## config.mk

```make
export PLATFORM = sky130hd
export DESIGN_NAME = risc_run_ctrl
export DESIGN_NICKNAME = d
export VERILOG_FILES = /design/src/rtl/risc_run_ctrl.sv
export SDC_FILE = /design/constraint.sdc
export NUM_CORES = 1
export LEC_CHECK = 0
export CORE_MARGIN = 3
export CORE_UTILIZATION = 55
export CTS_CLUSTER_SIZE = 12
export DETAILED_ROUTE_END_ITERATION = 10
export PLACE_DENSITY_LB_ADDON = 0.08
export SLEW_MARGIN = 20
export SYNTH_ARGS = -nofsm -noshare
export SYNTH_HDL_FRONTEND = slang
export SYNTH_SLANG_ARGS = --single-unit
```

## constraint.sdc

```tcl
create_clock -name clk -period 5.8 [get_ports clk]
set_clock_uncertainty 0.2 [all_clocks]
set_input_delay 0.87 -clock clk [delete_from_list [all_inputs] [get_ports clk]]
set_output_delay 0.87 -clock clk [all_outputs]
set_load 0.01 [all_outputs]
```

## src/rtl/risc_run_ctrl.sv

```systemverilog
// Run controller for the pipelined Risc core: sequences core reset, free-run and
// N-cycle single-step execution from a host command handshake, and counts enabled cycles.
module risc_run_ctrl #(
    parameter int unsigned CYCLE_W    = 32,
    parameter int unsigned TIMEOUT    = 100000,
    parameter int unsigned RST_CYCLES = 2
) (
    input  logic               clk,
    input  logic               rst,
    input  logic               cmd_valid,
    output logic               cmd_ready,
    input  logic [1:0]         cmd_op,
    input  logic [15:0]        cmd_count,
    input  logic               core_halt,
    output logic               core_rst_n,
    output logic               core_en,
    output logic               busy,
    output logic [2:0]         state,
    output logic               done,
    output logic [1:0]         done_code,
    output logic [CYCLE_W-1:0] cycle_count
);

    localparam int unsigned RST_W = (RST_CYCLES > 1) ? $clog2(RST_CYCLES) : 1;

    localparam logic [1:0] OP_RESET = 2'b00;
    localparam logic [1:0] OP_RUN   = 2'b01;
    localparam logic [1:0] OP_STEP  = 2'b10;
    localparam logic [1:0] OP_STOP  = 2'b11;

    localparam logic [1:0] CODE_HALTED  = 2'b00;
    localparam logic [1:0] CODE_STEPS   = 2'b01;
    localparam logic [1:0] CODE_STOPPED = 2'b10;
    localparam logic [1:0] CODE_TIMEOUT = 2'b11;

    typedef enum logic [2:0] {
        S_IDLE  = 3'd0,
        S_RESET = 3'd1,
        S_RUN   = 3'd2,
        S_STEP  = 3'd3,
        S_DONE  = 3'd4
    } state_t;

    state_t             cur_state;
    state_t             next_state;
    logic [1:0]         next_code;
    logic               accept;
    logic [RST_W-1:0]   rst_cnt;
    logic [CYCLE_W-1:0] tmo_cnt;
    logic [15:0]        remaining;
    logic               tmo_hit;

    assign state = cur_state;

    // Next-state decode; within RUN/STEP the if-chain order is the exit priority.
    always_comb begin
        next_state = cur_state;
        next_code  = done_code;
        accept     = cmd_valid && cmd_ready;
        tmo_hit    = (TIMEOUT != 0) && (tmo_cnt == CYCLE_W'(TIMEOUT - 1));
        unique case (cur_state)
            S_IDLE: begin
                if (accept) begin
                    case (cmd_op)
                        OP_RESET: next_state = S_RESET;
                        OP_RUN:   next_state = S_RUN;
                        OP_STEP: begin
                            if (cmd_count == 16'd0) begin
                                next_state = S_DONE;
                                next_code  = CODE_STEPS;
                            end else begin
                                next_state = S_STEP;
                            end
                        end
                        default: next_state = S_IDLE;
                    endcase
                end
            end
            S_RESET: begin
                if (rst_cnt == RST_W'(RST_CYCLES - 1)) next_state = S_IDLE;
            end
            S_RUN, S_STEP: begin
                if (accept && cmd_op == OP_RESET) begin
                    next_state = S_RESET;
                end else if (core_halt) begin
                    next_state = S_DONE;
                    next_code  = CODE_HALTED;
                end else if (accept && cmd_op == OP_STOP) begin
                    next_state = S_DONE;
                    next_code  = CODE_STOPPED;
                end else if (cur_state == S_STEP && remaining == 16'd1) begin
                    next_state = S_DONE;
                    next_code  = CODE_STEPS;
                end else if (cur_state == S_RUN && tmo_hit) begin
                    next_state = S_DONE;
                    next_code  = CODE_TIMEOUT;
                end
            end
            S_DONE:  next_state = S_IDLE;
            default: next_state = S_IDLE;
        endcase
    end

    // State, counters and Moore outputs registered from the next state.
    always_ff @(posedge clk) begin
        if (rst) begin
            cur_state   <= S_RESET;
            rst_cnt     <= '0;
            tmo_cnt     <= '0;
            remaining   <= '0;
            cycle_count <= '0;
            done        <= 1'b0;
            done_code   <= CODE_HALTED;
            core_en     <= 1'b0;
            core_rst_n  <= 1'b0;
            busy        <= 1'b1;
            cmd_ready   <= 1'b0;
        end else begin
            cur_state  <= next_state;
            done       <= (next_state == S_DONE);
            done_code  <= next_code;
            core_en    <= (next_state == S_RUN) || (next_state == S_STEP);
            core_rst_n <= (next_state != S_RESET);
            busy       <= (next_state != S_IDLE);
            cmd_ready  <= (next_state == S_IDLE) || (next_state == S_RUN) ||
                          (next_state == S_STEP);

            if (cur_state == S_RESET && next_state == S_RESET) rst_cnt <= rst_cnt + RST_W'(1);
            else                                               rst_cnt <= '0;

            if (cur_state == S_RUN && next_state == S_RUN) tmo_cnt <= tmo_cnt + CYCLE_W'(1);
            else                                           tmo_cnt <= '0;

            if (cur_state == S_IDLE && next_state == S_STEP)      remaining <= cmd_count;
            else if (cur_state == S_STEP && next_state == S_STEP) remaining <= remaining - 16'd1;

            // Clearing on reset entry overrides the increment of the last enabled cycle.
            if (next_state == S_RESET && cur_state != S_RESET) cycle_count <= '0;
            else if (core_en && cycle_count != '1)             cycle_count <= cycle_count + CYCLE_W'(1);
        end
    end

endmodule

```

* Word level (Yosys, flattened, before mapping)
Cells that the tools add are included.
Storage, ports and cells: word-level logic and storage cells 84, flip-flop bits (word level) 91
Operators by class: multiplexer cells 21, eq/ne operators 20, reduce and logical (&&, ||, !) cells 26, add/subtract/negate cells 4, bitwise operators 2
Operators by type and width (number):
- adder 32 x 1 -> 32 bit, second input constant | 2
- equality test 32 x 17 -> 1 bit, second input constant | 1
- two-way mux 16 bit | 2
- != test 32 bit, second input constant | 1
- two-way mux 3 bit | 8
- one-hot mux 3 bit (3 select lines) | 2
- equality test 16 x 1 -> 1 bit, second input constant | 1
- logical NOT 16 bit | 1
- two-way mux 2 bit | 8
- subtractor 16 x 1 -> 16 bit, second input constant | 1
- equality test 3 x 2 -> 1 bit, second input constant | 4
- logical AND 1 bit | 11
- OR reduction 2 bit | 4
- equality test 3 x 1 -> 1 bit, second input constant | 2
- logical NOT 3 bit | 2
- != test 2 bit, second input constant | 3
- != test 3 x 1 -> 1 bit, second input constant | 2
- AND reduction 6 bit | 1
- != test 5 bit, second input constant | 1
- equality test 2 bit, second input constant | 2
- one-hot mux 2 bit (2 select lines) | 1
- nonzero test 2 bit | 2
- equality test 3 bit, second input constant | 1
- logical OR 1 bit | 3
- 6 further kinds | 7

* Longest topological paths before layout
Gate-level depths: netlist of the first run.
depth after elaboration 12, gate-level depth with buffers 10

* Worst setup path after synthesis of the first run
No wires, ideal clock.
path type input -> register, start input port cmd_op[1], end register tmo_cnt[9], data required time 5.536 ns, data arrival time 2.440 ns, path buffers 3, stages 8, setup slack 3.096 ns, cells stage by stage buf_2 > nand2b_1 > a2111oi_4 > nor2_2 > or3_1 > buf_2 > buf_6 > nor2_1
Between the ends: cells in the longest elaborated chain, start to end 10, elaborated cells between the ends (all ways) 16, classes of those cells eq/ne: 4; mux: 6; bitwise: 1; reduce/logical: 5
RTL lines:
- start: declaration | RTL line 12 | input logic [1:0] cmd_op,
- equality test 2 bit | RTL line 88 | end else if (accept && cmd_op == OP_STOP) begin
- logical AND 1 bit | RTL line 88
- two-way mux 3 bit | RTL line 88
- two-way mux 3 bit | RTL line 85 | end else if (core_halt) begin
- two-way mux 3 bit | RTL line 83 | if (accept && cmd_op == OP_RESET) begin
- one-hot mux 3 bit (3 select lines) * | RTL line 61 | unique case (cur_state)
- equality test 3 x 2 -> 1 bit * | RTL line 131 | if (cur_state == S_RUN && next_state == S_RUN) tmo_cnt <= tmo_cnt + CYCLE_W'(1);
- logical AND 1 bit * | RTL line 131
- NOT 1 bit (no source line) *
- OR reduction 2 bit (no source line) *
- end signal: assignment | RTL line 131
- end: declaration | RTL line 49 | logic [CYCLE_W-1:0] tmo_cnt;
Every way passes the cells marked *; elsewhere a longest branch is shown, timed or not. A chain may end at the register's enable or synchronous reset.

* Final worst setup path of the first run
start input port cmd_count[8], end register remaining[12]
Between the ends: cells in the longest elaborated chain, start to end 8, elaborated cells between the ends (all ways) 10, classes of those cells eq/ne: 1; mux: 5; reduce/logical: 4
RTL lines:
- start: declaration | RTL line 13 | input logic [15:0] cmd_count,
- logical NOT 16 bit * | RTL line 68 | if (cmd_count == 16'd0) begin
- two-way mux 3 bit * | RTL line 68
- one-hot mux 3 bit (3 select lines) * | RTL line 64 | case (cmd_op)
- two-way mux 3 bit * | RTL line 63 | if (accept) begin
- one-hot mux 3 bit (3 select lines) * | RTL line 61
- equality test 3 x 2 -> 1 bit * | RTL line 134, 135
- logical AND 1 bit (on tied branches) | RTL line 134, 135
- two-way mux 16 bit or nonzero test 2 bit (tied branches)
- end signal: assignment | RTL line 134 | if (cur_state == S_IDLE && next_state == S_STEP) remaining <= cmd_count;
- end signal: assignment | RTL line 135 | else if (cur_state == S_STEP && next_state == S_STEP) remaining <= remaining - 16'd1;
- end: declaration | RTL line 50 | logic [15:0] remaining;
Marked as above.

==> results of run 1 <==
==> layout by cell type, fill, tap and decap left out, types with 7 or more instances in the layout <==
| cell | count |
|---|---|
| nand2b_1 | 9 |
| a21oi_1 | 25 |
| and3_1 | 14 |
| clkbuf_8 | 9 |
| xnor2_1 | 36 |
| nor2_1 | 112 |
| inv_1 | 13 |
| nor4_1 | 13 |
| nor3_1 | 24 |
| dfxtp_1 | 91 |
| nand4_1 | 19 |
| o21ai_0 | 10 |
| nand2_1 | 34 |
| clkdlybuf4s50_1 | 62 |
| nand3_1 | 19 |
| nor2b_1 | 7 |
| xor2_1 | 25 |
==> worst max-delay path by stage <==
stage            startpoint             to  slack (ns)  cells after the start
2_1_floorplan     cmd_op[1]     tmo_cnt[9]        3.10                      8
3_3_place_gp   cmd_count[8]    tmo_cnt[13]        1.92                      8
3_5_place_dp   cmd_count[8]    tmo_cnt[10]        1.82                      8
4_1_cts        cmd_count[8]    tmo_cnt[10]        2.20                      8
5_1_grt        cmd_count[8]  remaining[10]        2.16                      8
6_report       cmd_count[8]  remaining[12]        2.36                      8
==> flip-flops by register name, summed over array words and instances, names as in the netlist <==
name,cells
rst_cnt,1
state,3
done_code,2
done,1
tmo_cnt,32
core_en,1
busy,1
remaining,16
cycle_count,32
core_rst_n,1
cmd_ready,1
==> logic make-up (layout without fill, tap and decap cells) <==
logic type	count (synthesis)	count (layout)	share of synthesized area, %
flops	91	91	39.9
fa+ha+maj	4	4	1.10
compound gates	67	67	10.4
xor+xnor	61	61	11.7
buf+inv	31	90	3.31
mux	3	3	0.657
simple gates	294	294	33.0
==> layer usage <==
| metal | global-route usage [%] | routed length (um) | vias to the layer above |
|---|---|---|---|
| li1 | - | - | 2036 |
| met1 | 30.5 | 4890 | 1936 |
| met2 | 36.1 | 5090 | 123 |
| met3 | 4.81 | 612 | 11 |
| met4 | 5.62 | 99 | 0 |
| met5 | 0 | 0 | - |
==> report_power, final <==
group	leakage (nW)	internal, mW	total, mW	switching, mW
clock	0.105	0.238	0.455	0.216
combinational	0.936	0.0433	0.100	0.0568
sequential	0.734	0.630	0.637	0.00687
total	1.78	0.912	1.19	0.280
==> critical path: stages <==
cell	delay, ns
clkdlybuf4s50_1	0.42
nor4_1	0.47
nand4_1	0.28
nand3b_1	0.21
a2111oi_4	0.11
o21ai_2	0.76
o21ai_0	0.20
a21oi_1	0.18
==> cell type report <==
class / instances / share of cell area [%]
clock buffer: 9 / 2.28
clock inverter: 5 / 1.45
inverter: 13 / 0.899
multi-input combinational: 429 / 47.9
sequential: 91 / 33.6
tap: 102 / 2.35
timing repair buffer: 63 / 11.5
==> results by group, run 1 <==
Cells and area
  • Area grow syn2layout: 18.8%
  • Post-route cell area: 5430 um2
  • Ant. Diodes: 0
  • Final core occ: 68.8%
  • Final cell count without fillers: 712
  • Share of cells above drive strength 1: 6.56%
  • Fin nets: 633
  • Filler Cell Count: 684
  • Sequential Area: 1820 um2
  • Multi-input gate area: 2600 um2

Placed design
  • Dpl ws: 1.82 ns
  • Cell Area, Placed: 5230 um2
  • Placed cell count: 698
  • Routability Congestion: 0.852
  • Port bufs: 63
  • DP HPWL: 7720 um

Timing
  • Hold Slack: 0.282 ns
  • Setup total negative slack: 0 ns
  • Final cycle utilization of the critical path: 59.3%
  • Max Clock Freq: 291 MHz
  • Worst rel slew slack: 38.1%
  • Slew @ Worst Pin: 0.928 ns
  • Tmin final: 3.44 ns
  • Slew Viols, Final: 0
  • Worst setup margin: 2.36 ns
  • Setup-failing EPs final: 0
  • Final Hold Viols: 0
  • RSZ-0062 raised after global routing: no

Critical path
  • CP Launch Type: primary input
  • Reg-to-reg critical path startpoint: tmo_cnt[0]
  • Worst reg2reg path depth: 8
  • Critical register-to-register path endpoint: remaining[12]
  • Critical Path RT: 5.87 ns
  • Worst-path fanout max: 24
  • Reg2reg setup slack: 2.85 ns
  • Worst Setup End Kind: flop
  • Worst Path Class, Setup: primary input to flop
  • WP data arrival: 3.51 ns

Yosys
  • Commonest register cell after synthesis: dfxtp_1
  • Synth warn: 0
  • Register bit count reported by yosys: 91
  • Synth Instances: 551
  • FFs w/ async S/R, synth: 0%
  • Mapped cell area: 4570 um2
  • Most common cell in the netlist: nor2_1
  • Synth top area share: 39.9%
  • Area contributors post-synth: dfxtp_1 40%, nor2_1 9.3%, xnor2_1 6.9%
  • Register area share after synthesis: 39.9%
  • Syn nets: 577
  • Cell taking the most area after synthesis: dfxtp_1
  • Distinct cells, synth: 63
  • Synth top cells by count: 113 x nor2_1, 91 x dfxtp_1, 36 x xnor2_1
  • Post-synth EDFFs: 0
  • Mean Syn Cell Area: 8.29 um2

Hold path
  • Min-delay src: tmo_cnt[0]
  • Hold Path Cell Cnt: 1
  • Worst hold endpoint: tmo_cnt[0]
  • Hold WC Path Type: flop to flop

Pwr
  • Power Dens Cells: 220 nW/um2
  • Max IR drop VDD: 0.172 mV
  • Leakage power: 1.78 nW
  • Total power: 1.19 mW

GRT
  • Tot GR Track Use: 22.4%
  • First-pass GRT wire length: 17,800 um
  • Grt ovf: 0
  • Vias in the first global route: 3,693
  • Largest net degree at the start of global routing: 33
  • Initial antenna violation count: 0

Floorplan
  • Starting Density: 57.9%
  • DIE HEIGHT: 97.2 um
  • Die Width: 97.2 um
  • Boundary Pins: 64
  • Row count: 32
  • Die area: 9440 um2
  • Core Region: 7890 um2

Clocking
  • Cts hold-fix bufs: 0
  • Num CTS Buffers: 9
  • Clock transition at path regs: 0.08 ns
  • Clk root buf: clkbuf_8
  • TritonCTS clock tree: done
  • Max Root-Sink Buffers: 2
  • CTS Sinks: 91
  • Post-CTS setup buffers: 0
  • Worst skew pair latency: 0.36 ns
  • Post-cts sizing count: 0
  • H-tree lvl count: 3

Routing
  • Drt pass-1 iters: 4
  • Via density: 5.77
  • Wirelength, routed: 10,700 um
  • Initial DRC count: 259
  • Post-route ant nets: 0
  • Post-route DRC: 0
  • Avg WL per Cell: 15.0 um
  • Via count: 4,106

Status
  • Status: completed

Run
  • Max-cap viol count: 0
Power figures use the tool's default switching activity.
==> run 2: changes to the inputs <==
clock period = 3.5 ns   (was 5.8 ns; I/O delays follow)
==> run 2 against run 1 <==
Wire length grew 0.22%. Clock-buffer cell count up 3. Sequential share of layout area down 0.31 points. Cell count is 1.1% higher. Critical path depth increased by 1.
==> results by group, run 2 (same netlist as run 1, synthesis figures left out) <==
Placed design
  • Routability Congestion: 0.888 (+4.2%)
  • Cell Area, Placed: 5290 um2 (+1.2%)
  • Placed cell count: 705 (+1.0%)
  • DP HPWL: 7970 um (+3.2%)
  • Port bufs: 63 (unchanged)

GRT
  • Largest net degree at the start of global routing: 33 (unchanged)
  • First-pass GRT wire length: 18,100 um (+1.5%)
  • Tot GR Track Use: 22.5% (+0.14 points)
  • Grt ovf: 0 (unchanged)
  • Vias in the first global route: 3,724 (+0.84%)
  • Initial antenna violation count: 0 (unchanged)

Routing
  • Wirelength, routed: 10,700 um (+0.22%)
  • Drt pass-1 iters: 6 (+2)
  • Via count: 4,121 (+0.37%)
  • Avg WL per Cell: 14.9 um (-0.90%)
  • Initial DRC count: 274 (+5.8%)
  • Via density: 5.72 (-0.75%)
  • Post-route DRC: 0 (unchanged)
  • Post-route ant nets: 0 (unchanged)

Critical path
  • Critical Path RT: 3.51 ns (-2.36 ns)
  • Crit path depth: 9 (+1)
  • CP top delay family: simple AND/OR/NAND/NOR gates
  • Crit-path slowest cell: nor4_1
  • Buffers plus inverters on the worst setup path: 2 (+1)
  • Worst-path fanout max: 32 (+33%)
  • Worst Setup End Kind: flop
  • CP Launch Type: primary input
  • Critical-path cell list: clkdlybuf4s50_1 > nor4_1 > nand4_1 > nand3b_1 > a2111oi_4 > nor2_2 > or3_1 > buf_4 > nor2_1
  • Worst Path Class, Setup: primary input to flop
  • WP data arrival: 2.87 ns (-0.64 ns)
  • Worst reg2reg path depth: 8 (unchanged)
  • Crit-path max cell delay: 0.45 ns (-0.31 ns)

Timing
  • Max Clock Freq: 349 MHz
  • Setup total negative slack: 0 ns (unchanged)
  • Slew Viols, Final: 0 (unchanged)
  • Setup-failing EPs final: 0 (unchanged)
  • RSZ-0062 raised after global routing: no
  • Tmin final: 2.86 ns
  • Final cycle utilization of the critical path: 81.8%
  • Final Hold Viols: 0 (unchanged)
  • Slew @ Worst Pin: 0.881 ns (-0.0467 ns)
  • Worst rel slew slack: 40.8% (+2.7 points)
  • Hold Slack: 0.262 ns (-0.0200 ns)

Clocking
  • Post-CTS setup buffers: 0 (unchanged)
  • Post-cts sizing count: 0 (unchanged)
  • H-tree lvl count: 3 (unchanged)
  • CTS Sinks: 91 (unchanged)
  • TritonCTS clock tree: done
  • Cts hold-fix bufs: 0 (unchanged)
  • Clock transition at path regs: 0.08 ns (about the same)
  • Worst skew pair latency: 0.34 ns (-0.02 ns)
  • Max Root-Sink Buffers: 2 (unchanged)
  • Num CTS Buffers: 9 (unchanged)
  • Clk root buf: clkbuf_8

Floorplan
  • Die Width: 97.2 um (unchanged)
  • Row count: 32 (unchanged)
  • DIE HEIGHT: 97.2 um (unchanged)
  • Die area: 9440 um2 (unchanged)
  • Boundary Pins: 64 (unchanged)
  • Core Region: 7890 um2 (unchanged)
  • Starting Density: 57.9% (unchanged)

Cells and area
  • Sequential Area: 1820 um2 (unchanged)
  • Fin nets: 640 (+1.1%)
  • Post-route cell area: 5480 um2 (+0.95%)
  • Most frequent cells in the layout: 113 x nor2_1, 91 x dfxtp_1, 63 x clkdlybuf4s50_1
  • Area grow syn2layout: 19.9%
  • Final cell count without fillers: 720 (+1.1%)
  • Share of cells above drive strength 1: 7.28% (+0.72 points)
  • Biggest regs: cycle_count: 32 flops, tmo_cnt: 32 flops, remaining: 16 flops
  • Most common cell after layout, fill and taps aside: nor2_1
  • Ant. Diodes: 0 (unchanged)
  • Filler Cell Count: 680 (-0.58%)
  • Multi-input gate area: 2600 um2 (-0.14%)

Pwr
  • Max IR drop VDD: 0.288 mV (+67%)
  • Leakage power: 1.79 nW (+1.1%)
  • Power Dens Cells: 346 nW/um2 (+57%)

Run
  • Max-cap viol count: 0 (unchanged)

Status
  • Status: completed

Hold path
  • Hold WC Path Type: flop to flop
  • Hold Path Cell Cnt: 1 (unchanged)
-- run 2: cell count changes in the layout (fill, tap and decap cells not counted), sizes merged --
cell	previous run	this run
buf	1	7
clkbuf	9	12
clkdlybuf4s50	62	63
inv	14	13
bufinv	2	0
clkinv	2	0
clkinvlp	0	3
-- run 2: path summary, 6_finish.rpt --
| check | endpoint | slack (ns) | from |
|---|---|---|---|
| setup / recovery | tmo_cnt[6] | 0.64 | cmd_count[8] |
| hold / removal | tmo_cnt[0] | 0.26 | tmo_cnt[0] |
| setup reg to reg | tmo_cnt[6] | 0.76 | state[1] |
| hold reg to reg | tmo_cnt[0] | 0.26 | tmo_cnt[0] |
-- run 2: worst reg2reg max path, cell delays in order (launching register included) --
cell and delay [ns]:
dfxtp_1 0.59, nor3b_1 0.34, nand4_1 0.16, nor4_2 0.42, nor3b_2 0.13, nor2_2 0.22, or3_1 0.14, buf_4 0.31
nor2_1 0.11
-- run 2: layer usage --
metal  part of all wire, %  vias to the layer above  global-route usage (%)
met5                     0                        -                       0
met4                   1.1                        0                    5.94
met3                   6.7                       12                    4.24
met2                    48                      144                    37.6
met1                    44                     1919                    29.8
li1                      -                     2046                       -
-- run 2: through the flow --
step / setup WS [ns] / total power [mW] / util, %
2_1_floorplan: 1.14 / 1.18 / -
5_1_grt: 0.547 / 1.97 / 69.4
3_5_place_dp: 0.331 / 1.26 / 67.1
3_3_place_gp: 0.371 / 1.25 / 67.1
4_1_cts: 0.687 / 1.92 / 69.4
6_report: 0.638 / 1.89 / 69.4
-- run 2: where the power goes --
part           total, mW  switching [mW]  leakage (nW)  internal [mW]
combinational      0.179          0.0979         0.973         0.0811
clock              0.658           0.345        0.0867          0.313
sequential          1.06          0.0116         0.734           1.04
total               1.89           0.455          1.79           1.44
-- run 2: cell type report --
cell class                      instances  area share, %
Clock inverter                          3          0.411
Tap cell                              102           2.33
Inverter                               13          0.891
Timing Repair Buffer                   70           12.7
Multi-Input combinational cell        429           47.4
Sequential cell                        91           33.3
Clock buffer                           12           3.02
==> run 3: changes to the inputs <==
clock period = 3 ns   (was 3.5 ns; I/O delays follow)
==> run 3 against run 2 <==
Sequential power rose by 16%. Combinational power up 18%. Core utilization up 1.4 points. Flip-flop and latch count did not move. Non-clock buffer count up 7. Worst hold slack improved by 0.0051 ns.
==> results by group, run 3 (same netlist as run 1, synthesis figures left out) <==
Status
  • Status: completed

Floorplan
  • Die area: 9440 um2 (unchanged)
  • Row count: 32 (unchanged)
  • DIE HEIGHT: 97.2 um (unchanged)
  • Starting Density: 57.9% (unchanged)
  • Core Region: 7890 um2 (unchanged)
  • Die Width: 97.2 um (unchanged)
  • Boundary Pins: 64 (unchanged)

Pwr
  • Max IR drop VDD: 0.412 mV (+43%)
  • Leakage power: 1.87 nW (+4.2%)
  • Power Dens Cells: 427 nW/um2 (+24%)
  • Total power: 2.39 mW (+26%)

Routing
  • Wirelength, routed: 11,100 um (+3.2%)
  • Wire length on met1: 4870 um (+3.0%)
  • Initial DRC count: 223 (-19%)
  • Via count: 4,153 (+0.78%)
  • Met2 wire len: 5410 um (+5.2%)
  • Drt pass-1 iters: 5 (-1)
  • Post-route DRC: 0 (unchanged)
  • Post-route ant nets: 0 (unchanged)
  • Avg WL per Cell: 15.2 um (+2.3%)
  • Top layer used by detailed routing: met4
  • Via density: 5.71 (-0.19%)
  • Met3 Wirelength: 626 um (-13%)

Timing
  • Setup-failing EPs final: 0 (unchanged)
  • Slew Viols, Final: 0 (unchanged)
  • Final Hold Viols: 0 (unchanged)
  • Final cycle utilization of the critical path: 88.5%
  • Setup total negative slack: 0 ns (unchanged)
  • Tmin final: 2.65 ns
  • Worst rel slew slack: 52.3% (+11 points)
  • Max Clock Freq: 377 MHz
  • Worst setup margin: 0.346 ns (-0.292 ns)
  • RSZ-0062 raised after global routing: no
  • Slew @ Worst Pin: 0.709 ns (-0.172 ns)

Hold path
  • Hold WC Path Type: flop to flop
  • Hold Path Cell Cnt: 1 (unchanged)
  • Min-delay src: tmo_cnt[0]
  • Worst hold endpoint: tmo_cnt[0]

Critical path
  • Worst Path Class, Setup: primary input to flop
  • Crit-path slowest cell: clkdlybuf4s50_1
  • Crit-path max cell delay: 0.61 ns (+0.16 ns)
  • Critical Path RT: 3.01 ns (-0.50 ns)
  • Critical-path cell list: clkdlybuf4s50_1 > nand3b_1 > a21oi_1 > a211oi_2 > a211oi_4 > or2_1 > or4_1
  • CP Launch Type: primary input
  • Reg-to-reg critical path startpoint: state[0]
  • Critical register-to-register path endpoint: busy
  • Worst Setup End Kind: flop
  • Worst-path fanout max: 7 (-78%)
  • WP data arrival: 2.66 ns (-0.21 ns)
  • Worst reg2reg path depth: 6 (-2)
  • Reg2reg setup slack: 0.35 ns (-0.41 ns)

GRT
  • Vias in the first global route: 3,996 (+7.3%)
  • Largest net degree at the start of global routing: 33 (unchanged)
  • Initial antenna violation count: 0 (unchanged)
  • Grt ovf: 0 (unchanged)
  • First-pass GRT wire length: 18,800 um (+4.2%)
  • Tot GR Track Use: 23.4% (+0.90 points)

Cells and area
  • Area grow syn2layout: 22.3%
  • Ant. Diodes: 0 (unchanged)
  • Most common cell after layout, fill and taps aside: nor2_1
  • Fin nets: 647 (+1.1%)
  • Biggest regs: cycle_count: 32 flops, tmo_cnt: 32 flops, remaining: 16 flops
  • Share of cells above drive strength 1: 8.32% (+1.0 points)
  • Post-route cell area: 5590 um2 (+2.0%)
  • Most frequent cells in the layout: 113 x nor2_1, 91 x dfxtp_1, 63 x clkdlybuf4s50_1
  • Final cell count without fillers: 727 (+0.97%)
  • Filler Cell Count: 632 (-7.1%)

Clocking
  • Num CTS Buffers: 9 (unchanged)
  • H-tree lvl count: 3 (unchanged)
  • Worst skew pair latency: 0.34 ns (about the same)
  • Clk root buf: clkbuf_8
  • CTS Sinks: 91 (unchanged)
  • Post-CTS setup buffers: 0 (unchanged)
  • TritonCTS clock tree: done
  • Cts hold-fix bufs: 0 (unchanged)
  • Post-cts sizing count: 0 (unchanged)
  • Clock transition at path regs: 0.09 ns (about the same)
  • Max Root-Sink Buffers: 2 (unchanged)

Placed design
  • DP HPWL: 8110 um (+1.7%)
  • Routability Congestion: 0.906 (+2.0%)
  • Cell Area, Placed: 5360 um2 (+1.2%)
  • Port bufs: 63 (unchanged)
  • Dpl ws: 0.0317 ns (-0.299 ns)
  • Placed cell count: 712 (+0.99%)

Run
  • Max-cap viol count: 0 (unchanged)
==> run 3: changes by cell type in the layout (fill, tap and decap cells not counted), sizes merged <==
cell / previous run / this run
inv: 13 / 14
clkinvlp: 3 / 0
buf: 7 / 14
bufinv: 0 / 2
==> run 3: layer usage <==
layer / global-route usage [%] / vias up
met1: 30.4 / 1940
met2: 39.7 / 128
met3: 4.59 / 19
met5: 0 / -
li1: - / 2066
met4: 6.37 / 0
==> run 3: metrics by stage <==
| step | util [%] | hold WS [ns] |
|---|---|---|
| 6_report | 70.9 | 0.267 |
| 5_1_grt | 70.9 | 0.299 |
| 4_1_cts | 70.9 | 0.274 |
| 3_5_place_dp | 67.9 | 0.254 |
| 3_3_place_gp | 67.9 | 0.239 |
| 2_1_floorplan | - | 0.226 |
==> run 3: worst max path at each step <==
| stage | startpoint | to | slack [ns] |
|---|---|---|---|
| CTS | state[0] | busy | 0.37 |
| finish | cmd_op[0] | busy | 0.35 |
| detailed placement | cmd_op[0] | busy | 0.03 |
| global route | state[1] | cycle_count[30] | 0.18 |
| floorplan | cycle_count[5] | cycle_count[28] | 0.67 |
| global placement | cmd_op[0] | busy | 0.05 |
==> run 3: cell type report <==
| class | instances | area, um2 | area share, % |
|---|---|---|---|
| Timing Repair Buffer | 77 | 761 | 13.6 |
| Clock inverter | 3 | 68.8 | 1.23 |
| Multi-Input combinational cell | 429 | 2600 | 46.5 |
| Clock buffer | 12 | 165 | 2.95 |
| Tap cell | 102 | 128 | 2.28 |
| Sequential cell | 91 | 1820 | 32.6 |
| Inverter | 13 | 48.8 | 0.873 |
==> run 3: critical path, delay by kind of cell <==
family	cells	cell delay, ns
AO/OA/AOI/OAI	3	0.63
buffers and inverters	1	0.61
AND/OR/NAND/NOR	3	0.97
==> run 3: report_power, final <==
part	internal [mW]	switching, mW	leakage, nW
sequential	1.22	0.0128	0.734
clock	0.537	0.409	0.119
combinational	0.0942	0.117	1.02
